## src/rtl/hazard_controller_pkg.sv

```systemverilog
// ---------------------------------------------------------------------------
// hazard_controller_pkg
//   Shared types for the EX-stage hazard controller.
//   hzd_state_e : sequencer state (RUN / MEM_WAIT / HALT)
//   hzd_ctrl_t  : pipeline control bundle, four register enables and three
//                 bubble-insert flushes, in the order the pipeline consumes them
//   CTRL_*      : canned control bundles for the common pipeline actions
// ---------------------------------------------------------------------------
package hazard_controller_pkg;

   typedef enum logic [1:0] {
      RUN      = 2'd0,
      MEM_WAIT = 2'd1,
      HALT     = 2'd2
   } hzd_state_e;

   typedef struct packed {
      logic pc_en;
      logic if_id_en;
      logic id_ex_en;
      logic ex_mem_en;
      logic if_id_flush;
      logic id_ex_flush;
      logic mem_wb_flush;
   } hzd_ctrl_t;

   // Free-running pipeline, nothing squashed.
   localparam hzd_ctrl_t CTRL_RUN = '{
      pc_en: 1'b1, if_id_en: 1'b1, id_ex_en: 1'b1, ex_mem_en: 1'b1,
      if_id_flush: 1'b0, id_ex_flush: 1'b0, mem_wb_flush: 1'b0
   };

   // Whole front end frozen while the LSU port is busy; MEM/WB gets a bubble
   // so the stalled access is not retired twice.
   localparam hzd_ctrl_t CTRL_MEM_FREEZE = '{
      pc_en: 1'b0, if_id_en: 1'b0, id_ex_en: 1'b0, ex_mem_en: 1'b0,
      if_id_flush: 1'b0, id_ex_flush: 1'b0, mem_wb_flush: 1'b1
   };

   // Branch resolved wrong in EX: keep fetching from the corrected PC and
   // squash the two younger instructions.
   localparam hzd_ctrl_t CTRL_MISPRED = '{
      pc_en: 1'b1, if_id_en: 1'b1, id_ex_en: 1'b1, ex_mem_en: 1'b1,
      if_id_flush: 1'b1, id_ex_flush: 1'b1, mem_wb_flush: 1'b0
   };

   // Load-use: hold PC and IF/ID, let the load advance, put a bubble in EX.
   // id_ex_en stays high; the flush wins at the register anyway.
   localparam hzd_ctrl_t CTRL_LOAD_USE = '{
      pc_en: 1'b0, if_id_en: 1'b0, id_ex_en: 1'b1, ex_mem_en: 1'b1,
      if_id_flush: 1'b0, id_ex_flush: 1'b1, mem_wb_flush: 1'b0
   };

   // Fatal timeout: everything frozen, nothing injected.
   localparam hzd_ctrl_t CTRL_HALT = '{
      pc_en: 1'b0, if_id_en: 1'b0, id_ex_en: 1'b0, ex_mem_en: 1'b0,
      if_id_flush: 1'b0, id_ex_flush: 1'b0, mem_wb_flush: 1'b0
   };

endpackage

```

## src/rtl/hazard_controller_sat_counter.sv

```systemverilog
// ---------------------------------------------------------------------------
// sat_counter
//   Saturating up-counter for hazard performance statistics.
//   Ports:
//     clk   : clock
//     clr   : synchronous clear (dominates inc)
//     inc   : count one event this cycle
//     count : current value, sticks at all-ones
// ---------------------------------------------------------------------------
module sat_counter
   import hazard_controller_pkg::*;
#(
   parameter int W = 32
) (
   input  logic         clk,
   input  logic         clr,
   input  logic         inc,
   output logic [W-1:0] count
);

   logic at_max;

   assign at_max = &count;

   always_ff @(posedge clk) begin
      if (clr) begin
         count <= '0;
      end else if (inc && !at_max) begin
         count <= count + W'(1);
      end
   end

endmodule

```

## src/rtl/hazard_controller.sv

```systemverilog
// ---------------------------------------------------------------------------
// hazard_controller
//   Pipeline sequencer for the EX-stage operand/forwarding datapath. Stalls on
//   load-use hazards forwarding cannot cover, flushes on branch mispredict,
//   freezes the pipeline while the LSU port is busy and halts if the port
//   never answers. Control outputs are combinational from state and inputs.
//
//   state    | meaning
//   ---------+--------------------------------------------------------------
//   RUN      | normal flow; stalls/flushes decided per cycle
//   MEM_WAIT | LSU busy, pipeline frozen; timeout timer running
//   HALT     | LSU timed out; pipeline frozen until reset
//
//   Ports:
//     i_clk, i_rst              : clock, synchronous active-high reset
//     i_id_*                    : source registers/usage of the ID instruction
//     i_ex_*                    : destination/load/mispredict of EX instruction
//     i_mem_req, i_mem_ready    : LSU handshake from MEM
//     o_pc_en .. o_ex_mem_en    : pipeline register enables
//     o_*_flush                 : bubble inserts (dominate the enables)
//     o_halted                  : sticky timeout flag
//     o_stall_cycles            : saturating count of stalled cycles
//     o_flush_count             : saturating count of mispredict flushes
// ---------------------------------------------------------------------------
module hazard_controller
   import hazard_controller_pkg::*;
#(
   parameter int MEM_TIMEOUT = 64,
   parameter int CNT_W       = 32
) (
   input  logic             i_clk,
   input  logic             i_rst,
   input  logic [4:0]       i_id_rs1_addr,
   input  logic [4:0]       i_id_rs2_addr,
   input  logic             i_id_use_rs1,
   input  logic             i_id_use_rs2,
   input  logic             i_id_valid,
   input  logic [4:0]       i_ex_rd_addr,
   input  logic             i_ex_load_en,
   input  logic             i_ex_valid,
   input  logic             i_ex_mispredict,
   input  logic             i_mem_req,
   input  logic             i_mem_ready,
   output logic             o_pc_en,
   output logic             o_if_id_en,
   output logic             o_id_ex_en,
   output logic             o_ex_mem_en,
   output logic             o_if_id_flush,
   output logic             o_id_ex_flush,
   output logic             o_mem_wb_flush,
   output logic             o_halted,
   output logic [CNT_W-1:0] o_stall_cycles,
   output logic [CNT_W-1:0] o_flush_count
);

   // The timeout timer counts down the MEM_WAIT cycles still allowed. The
   // busy cycle seen in RUN is the first of MEM_TIMEOUT, and the MEM_WAIT
   // cycle that finds the timer at zero is the last, so the load value is
   // MEM_TIMEOUT-2.
   localparam int                WAIT_W    = (MEM_TIMEOUT > 2) ? $clog2(MEM_TIMEOUT - 1) : 1;
   localparam logic [WAIT_W-1:0] WAIT_LOAD = WAIT_W'(MEM_TIMEOUT - 2);

   hzd_state_e        state;
   logic [WAIT_W-1:0] wait_left;
   logic              halted;

   logic      mem_busy;
   logic      mispred;
   logic      load_use;
   logic      rs1_hit;
   logic      rs2_hit;
   hzd_ctrl_t ctrl;
   logic      stall_inc;
   logic      flush_inc;

   assign mem_busy = i_mem_req && !i_mem_ready;
   assign mispred  = i_ex_valid && i_ex_mispredict;

   // x0 never carries a real result, so a load to x0 cannot create a hazard.
   assign rs1_hit  = i_id_use_rs1 && (i_id_rs1_addr == i_ex_rd_addr);
   assign rs2_hit  = i_id_use_rs2 && (i_id_rs2_addr == i_ex_rd_addr);
   assign load_use = i_ex_valid && i_ex_load_en && (i_ex_rd_addr != 5'd0)
                     && i_id_valid && (rs1_hit || rs2_hit);

   // RUN and MEM_WAIT share one decision: a wait that releases this cycle
   // is handled exactly like RUN, so no dead cycle follows the release and
   // any hazard held during the wait is acted on now.
   always_comb begin
      ctrl      = CTRL_RUN;
      stall_inc = 1'b0;
      flush_inc = 1'b0;
      if (!i_rst) begin
         case (state)
            RUN, MEM_WAIT: begin
               if (mem_busy) begin
                  ctrl      = CTRL_MEM_FREEZE;
                  stall_inc = 1'b1;
               end else if (mispred) begin
                  // A coincident load-use is squashed along with ID.
                  ctrl      = CTRL_MISPRED;
                  flush_inc = 1'b1;
               end else if (load_use) begin
                  ctrl      = CTRL_LOAD_USE;
                  stall_inc = 1'b1;
               end
            end
            HALT: begin
               ctrl = CTRL_HALT;
            end
            default: begin
               ctrl = CTRL_RUN;
            end
         endcase
      end
   end

   always_ff @(posedge i_clk) begin
      if (i_rst) begin
         state     <= RUN;
         wait_left <= '0;
         halted    <= 1'b0;
      end else begin
         case (state)
            RUN: begin
               if (mem_busy) begin
                  state     <= MEM_WAIT;
                  wait_left <= WAIT_LOAD;
               end
            end
            MEM_WAIT: begin
               if (mem_busy) begin
                  if (wait_left == '0) begin
                     state  <= HALT;
                     halted <= 1'b1;
                  end else begin
                     wait_left <= wait_left - WAIT_W'(1);
                  end
               end else begin
                  state     <= RUN;
                  wait_left <= '0;
               end
            end
            HALT: begin
               state <= HALT;
            end
            default: begin
               state     <= RUN;
               wait_left <= '0;
            end
         endcase
      end
   end

   sat_counter #(
      .W (CNT_W)
   ) u_stall_cnt (
      .clk   (i_clk),
      .clr   (i_rst),
      .inc   (stall_inc),
      .count (o_stall_cycles)
   );

   sat_counter #(
      .W (CNT_W)
   ) u_flush_cnt (
      .clk   (i_clk),
      .clr   (i_rst),
      .inc   (flush_inc),
      .count (o_flush_count)
   );

   assign o_pc_en        = ctrl.pc_en;
   assign o_if_id_en     = ctrl.if_id_en;
   assign o_id_ex_en     = ctrl.id_ex_en;
   assign o_ex_mem_en    = ctrl.ex_mem_en;
   assign o_if_id_flush  = ctrl.if_id_flush;
   assign o_id_ex_flush  = ctrl.id_ex_flush;
   assign o_mem_wb_flush = ctrl.mem_wb_flush;
   assign o_halted       = halted;

endmodule

```

## config.mk

```make
export PLATFORM = sky130hd
export DESIGN_NAME = hazard_controller
export DESIGN_NICKNAME = d
export VERILOG_FILES = /design/src/rtl/hazard_controller_pkg.sv /design/src/rtl/hazard_controller_sat_counter.sv /design/src/rtl/hazard_controller.sv
export SDC_FILE = /design/constraint.sdc
export NUM_CORES = 1
export LEC_CHECK = 0
export BUFFER_PORTS_ARGS = -buffer_cell sky130_fd_sc_hd__buf_4
export CORE_ASPECT_RATIO = 1.75
export CORE_MARGIN = 10
export CORE_UTILIZATION = 30
export DETAILED_ROUTE_END_ITERATION = 10
export SYNTH_ARGS = -nofsm -noshare
export SYNTH_HDL_FRONTEND = slang
export SYNTH_HIERARCHICAL = 1
export SYNTH_SLANG_ARGS = --single-unit
```

## constraint.sdc

```tcl
create_clock -name i_clk -period 3.25 [get_ports i_clk]
set_input_delay 0.65 -clock i_clk [delete_from_list [all_inputs] [get_ports i_clk]]
set_output_delay 0.65 -clock i_clk [all_outputs]
set_load 0.02 [all_outputs]
```

==> results of run 1 <==
[worst max-delay path by stage]
| stage | start | endpoint | slack, ns |
|---|---|---|---|
| 2_1_floorplan | i_ex_rd_addr[3] | u_stall_cnt/count[26]$_SDFFE_PP0P_ | 0.20 |
| 3_3_place_gp | i_ex_rd_addr[3] | u_stall_cnt/count[26]$_SDFFE_PP0P_ | 0.16 |
| 3_5_place_dp | i_ex_rd_addr[3] | u_stall_cnt/count[26]$_SDFFE_PP0P_ | 0.15 |
| 4_1_cts | u_stall_cnt/count[8]$_SDFFE_PP0P_ | u_stall_cnt/count[9]$_SDFFE_PP0P_ | 0.47 |
| 5_1_grt | u_stall_cnt/count[8]$_SDFFE_PP0P_ | u_stall_cnt/count[7]$_SDFFE_PP0P_ | 0.23 |
| 6_report | u_stall_cnt/count[8]$_SDFFE_PP0P_ | u_stall_cnt/count[7]$_SDFFE_PP0P_ | 0.48 |
[stage by stage]
| stage | cells | total power (W) | setup WS [ns] |
|---|---|---|---|
| 6_report | 743 | 0.002028 | 0.4761 |
| 5_1_grt | 743 | 0.002125 | 0.2250 |
| 4_1_cts | 743 | 0.002065 | 0.4696 |
| 3_5_place_dp | 727 | 0.001082 | 0.1471 |
| 3_3_place_gp | 727 | 0.001078 | 0.1590 |
| 2_1_floorplan | 472 | 0.001024 | 0.2044 |
[worst min-delay path, cell delays in order, from the launching register on]
cell and delay (ns):
dfxtp_1 0.33, o31ai_1 0.07, a21oi_1 0.05
[cell families (layout without fill, tap and decap cells)]
family          Yosys count  in the layout  share of synthesized area [%]
xor+xnor                 38             38                          8.014
buf+inv                  35            132                          4.459
simple gates            195            195                          29.86
fa+ha+maj                 4              4                          1.205
compound gates          127            127                          21.27
flops                    73             73                          35.19
[routing by layer]
metal  up-vias  global-route usage [%]
met2        95                   23.19
met4         0                   3.091
met5         -                       0
met3         6                   3.886
met1      1879                   12.73
li1       1949                       -
[state kept, by name (all words and copies together) (netlist names)]
register / flops
u_stall_cnt/count: 32
o_halted: 1
wait_left: 6
state: 2
u_flush_cnt/count: 32
[power by group through the flow]
stage | registers (W) | logic [W] | clock network, W
after floorplan | 0.000934 | 0.0000906 | 0
after detailed placement | 0.000934 | 0.000148 | 0
final | 0.000915 | 0.000147 | 0.000967
after global placement | 0.000933 | 0.000144 | 0
after global routing | 0.000915 | 0.000165 | 0.00104
after CTS | 0.000914 | 0.000149 | 0.00100
[synth_stat cells, drive strengths merged (4+ instances only)]
cell and instances:
inv 12, nor3 8, o31ai 10, nand2 28, a21oi 46, or2 5
nor4b 4, dfxtp 73, clkbuf 9, nor2 31, ha 4, or4 4
o21ai 40, xor2 17, nand3 21, o311ai 6, a211oi 7, o22ai 4
and4 18, or3 34, and2 7, xnor2 21, nand4 16, buf 14
and3 10
[cell type report]
| type | instances | area [µm²] |
|---|---|---|
| Sequential cell | 73 | 1461 |
| Timing Repair Buffer | 104 | 780.7 |
| Multi-Input combinational cell | 364 | 2506 |
| Inverter | 12 | 45.04 |
| Fill cell | 1366 | 8223 |
| Clock inverter | 5 | 56.30 |
| Tap cell | 174 | 217.7 |
| Clock buffer | 11 | 232.7 |
==> flow_summary.yaml, run 1 <==
route:
  viasPerCell: 5.288
  top_layer_used: "met4"
  met2_wirelength_um: 6477
  dr_wl_met3_um: 764
  num_vias: 3929
  antenna_left: 0
  drtIter0Drc: 109
  met1Wirelength_um: 4497
  drc: 0
  wirelength_um: 11830
  firstDrtPassIters: 4
  wire_per_inst_um: 15.92
grt:
  antenna_found_initial: 0
  grt_pass1_wl_um: 19670
  grt_usage_pct: 12.41
  grt_pass1_vias: 4010
  gr-total-overflow: 0
  grt_max_degree: 73
clocking:
  cts_buffer_depth: 2
  htree_num_levels: 3
  clk_latency_ns: 0.33
  cts-root-buf: "clkbuf_16"
  cts_sinks: 73
  hold_buffers: 0
  cts_buffers: 9
  cts_tree: "done"
  postCtsSetupRepairBufs: 0
  cts_resized: 0
  path_clk_slew_ns: 0.06
placement:
  gp_congestion: 0.7694
  portBuffers: 96
  post_dp_cell_area_um2: 5011
  dp_hpwl_um: 8932
yosys:
  yosys.area.top_type_share_pct: 35.19
  synthCells: 472
  seq_area_frac_synth_pct: 35.19
  synth.distinct_cells: 57
  synth_area_um2: 4153
  synth_nets: 501
  syn_avg_cell_area_um2: 8.798
  netlist_top_cells_area: "dfxtp_1 35%, a21oi_1 5.5%, or3_1 5.1%"
  synth_top_area_cell: "dfxtp_1"
  yosysWarningCount: 6
  synth_ff_type: "dfxtp_1"
  synth_seq_cells: 73
  synth-edff-count: 0
  async_flop_share_pct: 0
timing:
  holdWs_ns: 0.4939
  max_freq_mhz: 360.5
  drv_slew: 0
  slew_headroom_pct: 21.71
  hold_violations: 0
  finalCriticalPeriod_ns: 2.774
  rsz0062_at_grt: "no"
  setup_viol_count_final: 0
  tightest_slew_ns: 1.164
  tns_ns: 0
  finClkSkew_ns: 0.007011
  period_share_pct: 85.35
critical_path:
  cpPeakStageDelay_ns: 0.98
  cpLargestDelayFamily: "compound AO/OA/AOI/OAI gates"
  crit_slowest_cell: "o31ai_1"
  crit_path_start_kind: "register"
  cp_data_arrival_time_ns: 2.94
  critPathRequiredTime_ns: 3.42
  path_cells: "and4_1, nand4_4, o31ai_1, buf_4, or3_1, a21oi_1"
  reg2reg_depth: 6
  crit_cells: 6
  path_max_fanout: 12
  reg2reg_to: "u_stall_cnt/count[7]$_SDFFE_PP0P_"
  cp_num_buf_inv: 1
  endpoint_kind: "register"
  critPathKind: "reg -> reg"
  r2r-start: "u_stall_cnt/count[8]$_SDFFE_PP0P_"
  regToRegSetupSlack_ns: 0.48
final_layout:
  layout.nets: 593
  syn_to_final_growth_pct: 27.63
  diodes: 0
  final_core_util_pct: 39.19
  final_cell_mix: "104 x buf_4, 73 x dfxtp_1, 46 x a21oi_1"
  final_common_cell: "buf_4"
  finalInstanceArea_um2: 5300
  drive_gt1_share_pct: 27.07
die:
  initial_utilization_pct: 30.71
  dieArea_um2: 19130
  coreArea_um2: 13520
  die_x_um: 108.9
  num_io_pins: 97
  rows: 56
  die_h_um: 175.6
pwr:
  seqPwrFrac_pct: 45.1
  ir_worst_vdd_uv: 223.7
  clockPowerShare_pct: 47.7
  p_sw_share_pct: 22.89
  internal-power_w: 0.001564
  combinationalPowerShare_pct: 7.2
  p_leak_nw: 1.910
  power_per_cell_area_nw_per_um2: 382.7
  p_sw_w: 0.0004642
min_path:
  hold_path_end: "u_stall_cnt/count[15]$_SDFFE_PP0P_"
  hold_class: "reg -> reg"
  min_from: "u_stall_cnt/count[15]$_SDFFE_PP0P_"
  hold_depth: 2
run_status:
  outcome: "finished, final reports clean"
job:
  drv_cap: 0
(Power assumes the default switching activity.)
==> run 2, diff against run 1 <==
==> constraint.sdc (replaced) <==
create_clock -name i_clk -period 2.8 [get_ports i_clk]
set_input_delay 0.56 -clock i_clk [delete_from_list [all_inputs] [get_ports i_clk]]
set_output_delay 0.56 -clock i_clk [all_outputs]
set_load 0.02 [all_outputs]
==> run 2 against run 1 <==
Compared with the run above:
- sequential cell count unchanged
- via count increased by 2.2%
- non-clock buffer count rose by 9
- global-route usage rose by 0.058 points
- first-iteration DRC count increased by 23%
- total power up 28%
- cell count grew 1.2%
- clock power up 41%
- sequential power increased by 16%
- hold slack worse by 0.033 ns
- register-to-register slack lost 0.23 ns
- clock-buffer cell count increased by 1
- critical endpoint is now u_flush_cnt/count[9]$_SDFFE_PP0P_
- largest power group unchanged
==> flow_summary.yaml, run 2 (synthesis results as in run 1) <==
timing:
  finalCriticalPeriod_ns: 2.555
  period_share_pct: 91.25
  rsz0062_at_grt: "no"
  hold_violations: 0
  max_freq_mhz: 391.4
  setup_viol_count_final: 0
  tightest_slew_ns: 0.9871
  slew_headroom_pct: 33.63
  finClkSkew_ns: 0.004080
  drv_slew: 0
job:
  drv_cap: 0
clocking:
  clk_latency_ns: 0.34
  htree_num_levels: 3
  cts-root-buf: "clkbuf_16"
  hold_buffers: 0
  postCtsSetupRepairBufs: 0
  cts_buffers: 9
  cts_tree: "done"
  cts_sinks: 73
  cts_buffer_depth: 2
  path_clk_slew_ns: 0.06
  cts_resized: 0
final_layout:
  finalNonFillerCells: 752
  drive_gt1_share_pct: 28.37
  diodes: 0
  nFillCells: 1378
  final_common_cell: "buf_4"
  syn_to_final_growth_pct: 30.85
  final_cell_mix: "113 x buf_4, 73 x dfxtp_1, 46 x a21oi_1"
  reg_top3: "u_flush_cnt/count x32, u_stall_cnt/count x32, wait_left x6"
  layout.nets: 602
  finalInstanceArea_um2: 5434
pwr:
  p_leak_nw: 1.988
  clockPowerShare_pct: 52.4
  internal-power_w: 0.002049
  power_per_cell_area_nw_per_um2: 477.5
  seqPwrFrac_pct: 40.9
  p_sw_share_pct: 21.01
  ir_worst_vdd_uv: 278.9
  p_sw_w: 0.0005452
  combinationalPowerShare_pct: 6.7
grt:
  antenna_found_initial: 0
  top_usage_layer: "met2"
  gr-usage-met1_pct: 11.90
  met3_usage_pct: 2.969
  grt_pass1_wl_um: 19620
  grt_pass1_vias: 4118
  grt_max_degree: 69
  gr-total-overflow: 0
  use_met2_pct: 24.02
  grt_usage_pct: 12.46
route:
  antenna_left: 0
  drc: 0
  wire_per_inst_um: 16.00
  wirelength_um: 12030
  viasPerCell: 5.340
  drtIter0Drc: 134
  num_vias: 4016
  firstDrtPassIters: 6
placement:
  portBuffers: 96
  dp_hpwl_um: 9227
  placedCellCount: 736
  post_dp_cell_area_um2: 5079
  gp_congestion: 0.7735
critical_path:
  critPathRequiredTime_ns: 2.99
  cpPeakStageDelay_ns: 0.84
  cp_data_arrival_time_ns: 2.74
  crit_path_start_kind: "register"
  reg2reg_depth: 7
  path_cells: "ha_1, and3_1, nand4_4, o31ai_1, buf_4, or3_1, a21oi_1"
  crit_slowest_cell: "o31ai_1"
  path_max_fanout: 8
  critPathKind: "reg -> reg"
  endpoint_kind: "register"
die:
  initial_utilization_pct: 30.71
  coreArea_um2: 13520
  rows: 56
  dieArea_um2: 19130
  num_io_pins: 97
  die_h_um: 175.6
  die_x_um: 108.9
run_status:
  outcome: "finished, final reports clean"
min_path:
  hold_depth: 2
  hold_class: "in -> reg"
==> run 2: cell count changes in the layout (fill, tap and decap cells not counted), sizes merged <==
| cell | before | now |
|---|---|---|
| clkbuf | 11 | 12 |
| clkinvlp | 1 | 0 |
| buf | 104 | 113 |
| clkinv | 3 | 1 |
| bufinv | 1 | 3 |
==> run 2: routing by layer <==
metal  routed length (µm)  vias to the layer above  share of wire [%]
met4                  251                        0                2.1
met1                 4349                     1926                 36
met2                 6699                      102                 56
li1                     -                     1967                  -
met5                    0                        -                  0
met3                  735                       21                6.1
==> run 2: area by class of cell <==
| type | instances | area (µm²) | share of cell area [%] |
|---|---|---|---|
| repair buffers | 113 | 848.3 | 15.61 |
| clock buffers | 12 | 256.5 | 4.720 |
| well taps | 174 | 217.7 | 4.006 |
| flip-flops and latches | 73 | 1461 | 26.89 |
| clock inverters | 4 | 98.84 | 1.819 |
| inverters | 12 | 45.04 | 0.8289 |
| multi-input cells | 364 | 2506 | 46.12 |
==> run 2: worst max-delay path, delay by kind of cell (launching register included) <==
family | cells | cell delay (ns)
buffers and inverters | 1 | 0.28
DFF | 1 | 0.43
and+or+nand+nor | 3 | 0.55
AOI/OAI and AO/OA | 2 | 0.91
adders and majority gates | 1 | 0.23
==> run 2: final timing paths <==
kind / from / end / slack [ns]
worst max register to register: u_flush_cnt/count[0]$_SDFFE_PP0P_ / u_flush_cnt/count[9]$_SDFFE_PP0P_ / 0.25
worst max-delay path: u_flush_cnt/count[0]$_SDFFE_PP0P_ / u_flush_cnt/count[9]$_SDFFE_PP0P_ / 0.25
worst min register to register: u_stall_cnt/count[23]$_SDFFE_PP0P_ / u_stall_cnt/count[23]$_SDFFE_PP0P_ / 0.51
worst min-delay path: i_rst / wait_left[1]$_SDFFE_PP0P_ / 0.46
==> run 2: power by group through the flow <==
stage          Sequential [W]  Clock, W  Combinational, W
5_1_grt               0.00106   0.00143          0.000191
3_3_place_gp          0.00108         0          0.000168
4_1_cts               0.00106   0.00139          0.000174
3_5_place_dp          0.00108         0          0.000174
2_1_floorplan         0.00108         0          0.000105
6_report              0.00106   0.00136          0.000173
==> run 2: metrics by stage <==
step	setup slack (ns)	utilization (%)	total power, W	hold WS (ns)	TNS [ns]
4_1_cts	0.2463	40.18	0.002623	0.4576	0
3_3_place_gp	0.009602	37.56	0.001252	0.4787	0
3_5_place_dp	-0.01789	37.56	0.001258	0.5012	-0.01789
5_1_grt	0.1112	40.18	0.002681	0.4770	0
2_1_floorplan	0.07238	-	0.001189	0.4550	0
6_report	0.2450	40.18	0.002595	0.4604	0
==> run 3, diff against run 2 <==
--- a/config.mk
+++ b/config.mk
@@ -5,6 +5,8 @@
 export SDC_FILE = /design/constraint.sdc
 export NUM_CORES = 1
 export LEC_CHECK = 0
+export ABC_AREA = 1
+export ABC_CLOCK_PERIOD_IN_PS = 2800
 export BUFFER_PORTS_ARGS = -buffer_cell sky130_fd_sc_hd__buf_4
 export CORE_ASPECT_RATIO = 1.75
 export CORE_MARGIN = 10
==> run 3 against run 2 <==
Compared with the run above:
- hold slack improved by 0.0038 ns
- clock skew rose by 0.0024 ns
- clock power fell by 8%
- critical path depth rose by 9
==> flow_summary.yaml, run 3 <==
run_status:
  outcome: "finished, final reports clean"
yosys:
  async_flop_share_pct: 0
  seq_area_frac_synth_pct: 30.35
  yosys.area.top_type_share_pct: 30.35
  synth_top_area_cell: "dfxtp_1"
  synth_nets: 818
  synth.distinct_cells: 29
  syn_avg_cell_area_um2: 6.104
  synth.most_common_cell: "nand2_1"
  yosysWarningCount: 6
  synthCells: 789
  synth_ff_type: "dfxtp_1"
  netlist_top_cells_area: "dfxtp_1 30%, nand2_1 16%, nor2_1 14%"
  netlist_top_cells_count: "205 x nand2_1, 178 x nor2_1, 75 x nand3_1"
  synth_seq_cells: 73
  synth_area_um2: 4816
  synth-edff-count: 0
die:
  initial_utilization_pct: 30.48
  die_x_um: 115.8
  coreArea_um2: 15800
  num_io_pins: 97
  rows: 61
  dieArea_um2: 21720
  die_h_um: 187.6
pwr:
  power_per_cell_area_nw_per_um2: 417.5
  p_leak_nw: 2.510
  ir_worst_vdd_uv: 294.8
timing:
  period_share_pct: 80.05
  hold_violations: 0
  setup_slack_ns: 0.5585
  tightest_slew_ns: 0.4993
  tns_ns: 0
  finClkSkew_ns: 0.006463
  rsz0062_at_grt: "no"
  setup_viol_count_final: 0
  max_freq_mhz: 446.1
  finalCriticalPeriod_ns: 2.242
  slew_headroom_pct: 66.59
  drv_slew: 0
min_path:
  hold_depth: 2
  hold_class: "in -> reg"
  hold_path_end: "state[1]$_SDFFE_PP0P_"
  min_from: "i_rst"
route:
  firstDrtPassIters: 7
  drtIter0Drc: 225
  viasPerCell: 4.967
  drc: 0
  wirelength_um: 16210
  wire_per_inst_um: 15.01
  num_vias: 5364
  antenna_left: 0
grt:
  gr-total-overflow: 0
  grt_pass1_vias: 5284
  antenna_found_initial: 0
  grt_usage_pct: 14.86
  grt_max_degree: 30
  grt_pass1_wl_um: 25880
critical_path:
  critPathKind: "in -> reg"
  path_max_fanout: 8
  reg2reg_to: "u_flush_cnt/count[11]$_SDFFE_PP0P_"
  crit_path_start_kind: "input pin"
  r2r-start: "u_flush_cnt/count[0]$_SDFFE_PP0P_"
  reg2reg_depth: 11
  endpoint_kind: "register"
  regToRegSetupSlack_ns: 0.70
  cp_data_arrival_time_ns: 2.46
  critPathRequiredTime_ns: 3.02
  startpoint: "i_ex_rd_addr[2]"
final_layout:
  nFillCells: 1737
  final_common_cell: "nand2_1"
  drive_gt1_share_pct: 18.74
  layout.nets: 915
  syn_to_final_growth_pct: 24.99
  diodes: 0
  reg_top3: "u_flush_cnt/count x32, u_stall_cnt/count x32, wait_left x6"
  final_cell_mix: "205 x nand2_1, 178 x nor2_1, 106 x buf_4"
clocking:
  cts_sinks: 73
  cts_resized: 0
  htree_num_levels: 3
  cts_buffers: 9
  hold_buffers: 0
  postCtsSetupRepairBufs: 0
  cts-root-buf: "clkbuf_16"
  clk_latency_ns: 0.33
  cts_buffer_depth: 2
  cts_tree: "done"
  path_clk_slew_ns: 0.06
job:
  drv_cap: 0
placement:
  gp_congestion: 0.9050
  dp_hpwl_um: 12910
  place_ws_ns: 0.2438
  portBuffers: 96
==> run 3: cells by family after synthesis <==
| family | synth area share (%) |
|---|---|
| xor+xnor | 0.9095 |
| fa+ha+maj | 1.039 |
| simple gates | 51.73 |
| compound gates | 7.197 |
| flops | 30.35 |
| buf+inv | 8.781 |
==> run 3: final cells by class <==
cell class | instances | area (µm²) | share of cell area, %
clock buffers | 9 | 225.2 | 3.741
clock inverters | 7 | 93.84 | 1.559
inverters | 72 | 275.3 | 4.573
multi-input cells | 624 | 2932 | 48.70
flip-flops and latches | 73 | 1461 | 24.28
well taps | 189 | 236.5 | 3.929
repair buffers | 106 | 795.8 | 13.22
==> run 3: worst max-delay path by stage <==
stage	end	cells after the start	slack, ns
2_1_floorplan	o_pc_en	8	0.45
6_report	u_stall_cnt/count[23]$_SDFFE_PP0P_	16	0.56
4_1_cts	o_if_id_en	7	0.58
5_1_grt	u_stall_cnt/count[23]$_SDFFE_PP0P_	16	0.25
3_3_place_gp	u_stall_cnt/count[23]$_SDFFE_PP0P_	16	0.29
3_5_place_dp	u_stall_cnt/count[23]$_SDFFE_PP0P_	15	0.24
==> run 3: worst max-delay path, cell delays in order <==
cell and delay [ns]:
buf_4 0.09, inv_1 0.06, nand2_1 0.05, nand2_1 0.05, nor2_1 0.08, nand3_1 0.08
nand2_1 0.11, nand3_1 0.12, o21ai_1 0.14, inv_1 0.20, nor2_2 0.24, nand2_1 0.15
nor2_2 0.16, nand3_1 0.17, nor2_1 0.13, nor2_1 0.05
==> run 3: per-stage QoR <==
| stage | hold WS [ns] | utilization, % | instances | total power [W] | instance area, µm² |
|---|---|---|---|---|---|
| final | 0.4642 | 38.10 | 1080 | 0.002513 | 6020 |
| after global routing | 0.4541 | 38.10 | 1080 | 0.002627 | 6020 |
| after CTS | 0.4404 | 38.10 | 1080 | 0.002556 | 6020 |
| after global placement | 0.4974 | 36.08 | 1064 | 0.001283 | 5700 |
| after floorplan | 0.4556 | - | 789 | 0.001206 | 4816 |
| after detailed placement | 0.5034 | 36.08 | 1064 | 0.001284 | 5700 |
==> run 3: layer usage <==
layer  track usage, %  vias up  part of all wire (%)
met2            28.94      155                    56
li1                 -     2736                     -
met5                0        -                     0
met1            13.32     2429                    34
met4            9.236        0                   4.9
met3            2.589       44                   4.7
==> run 3: report_power, final <==
| part | internal [W] | switching (W) | total [W] |
|---|---|---|---|
| sequential | 0.00105 | 0.0000125 | 0.00106 |
| clock | 0.000781 | 0.000474 | 0.00125 |
| combinational | 0.0000802 | 0.000118 | 0.000198 |
| total | 0.00191 | 0.000604 | 0.00251 |
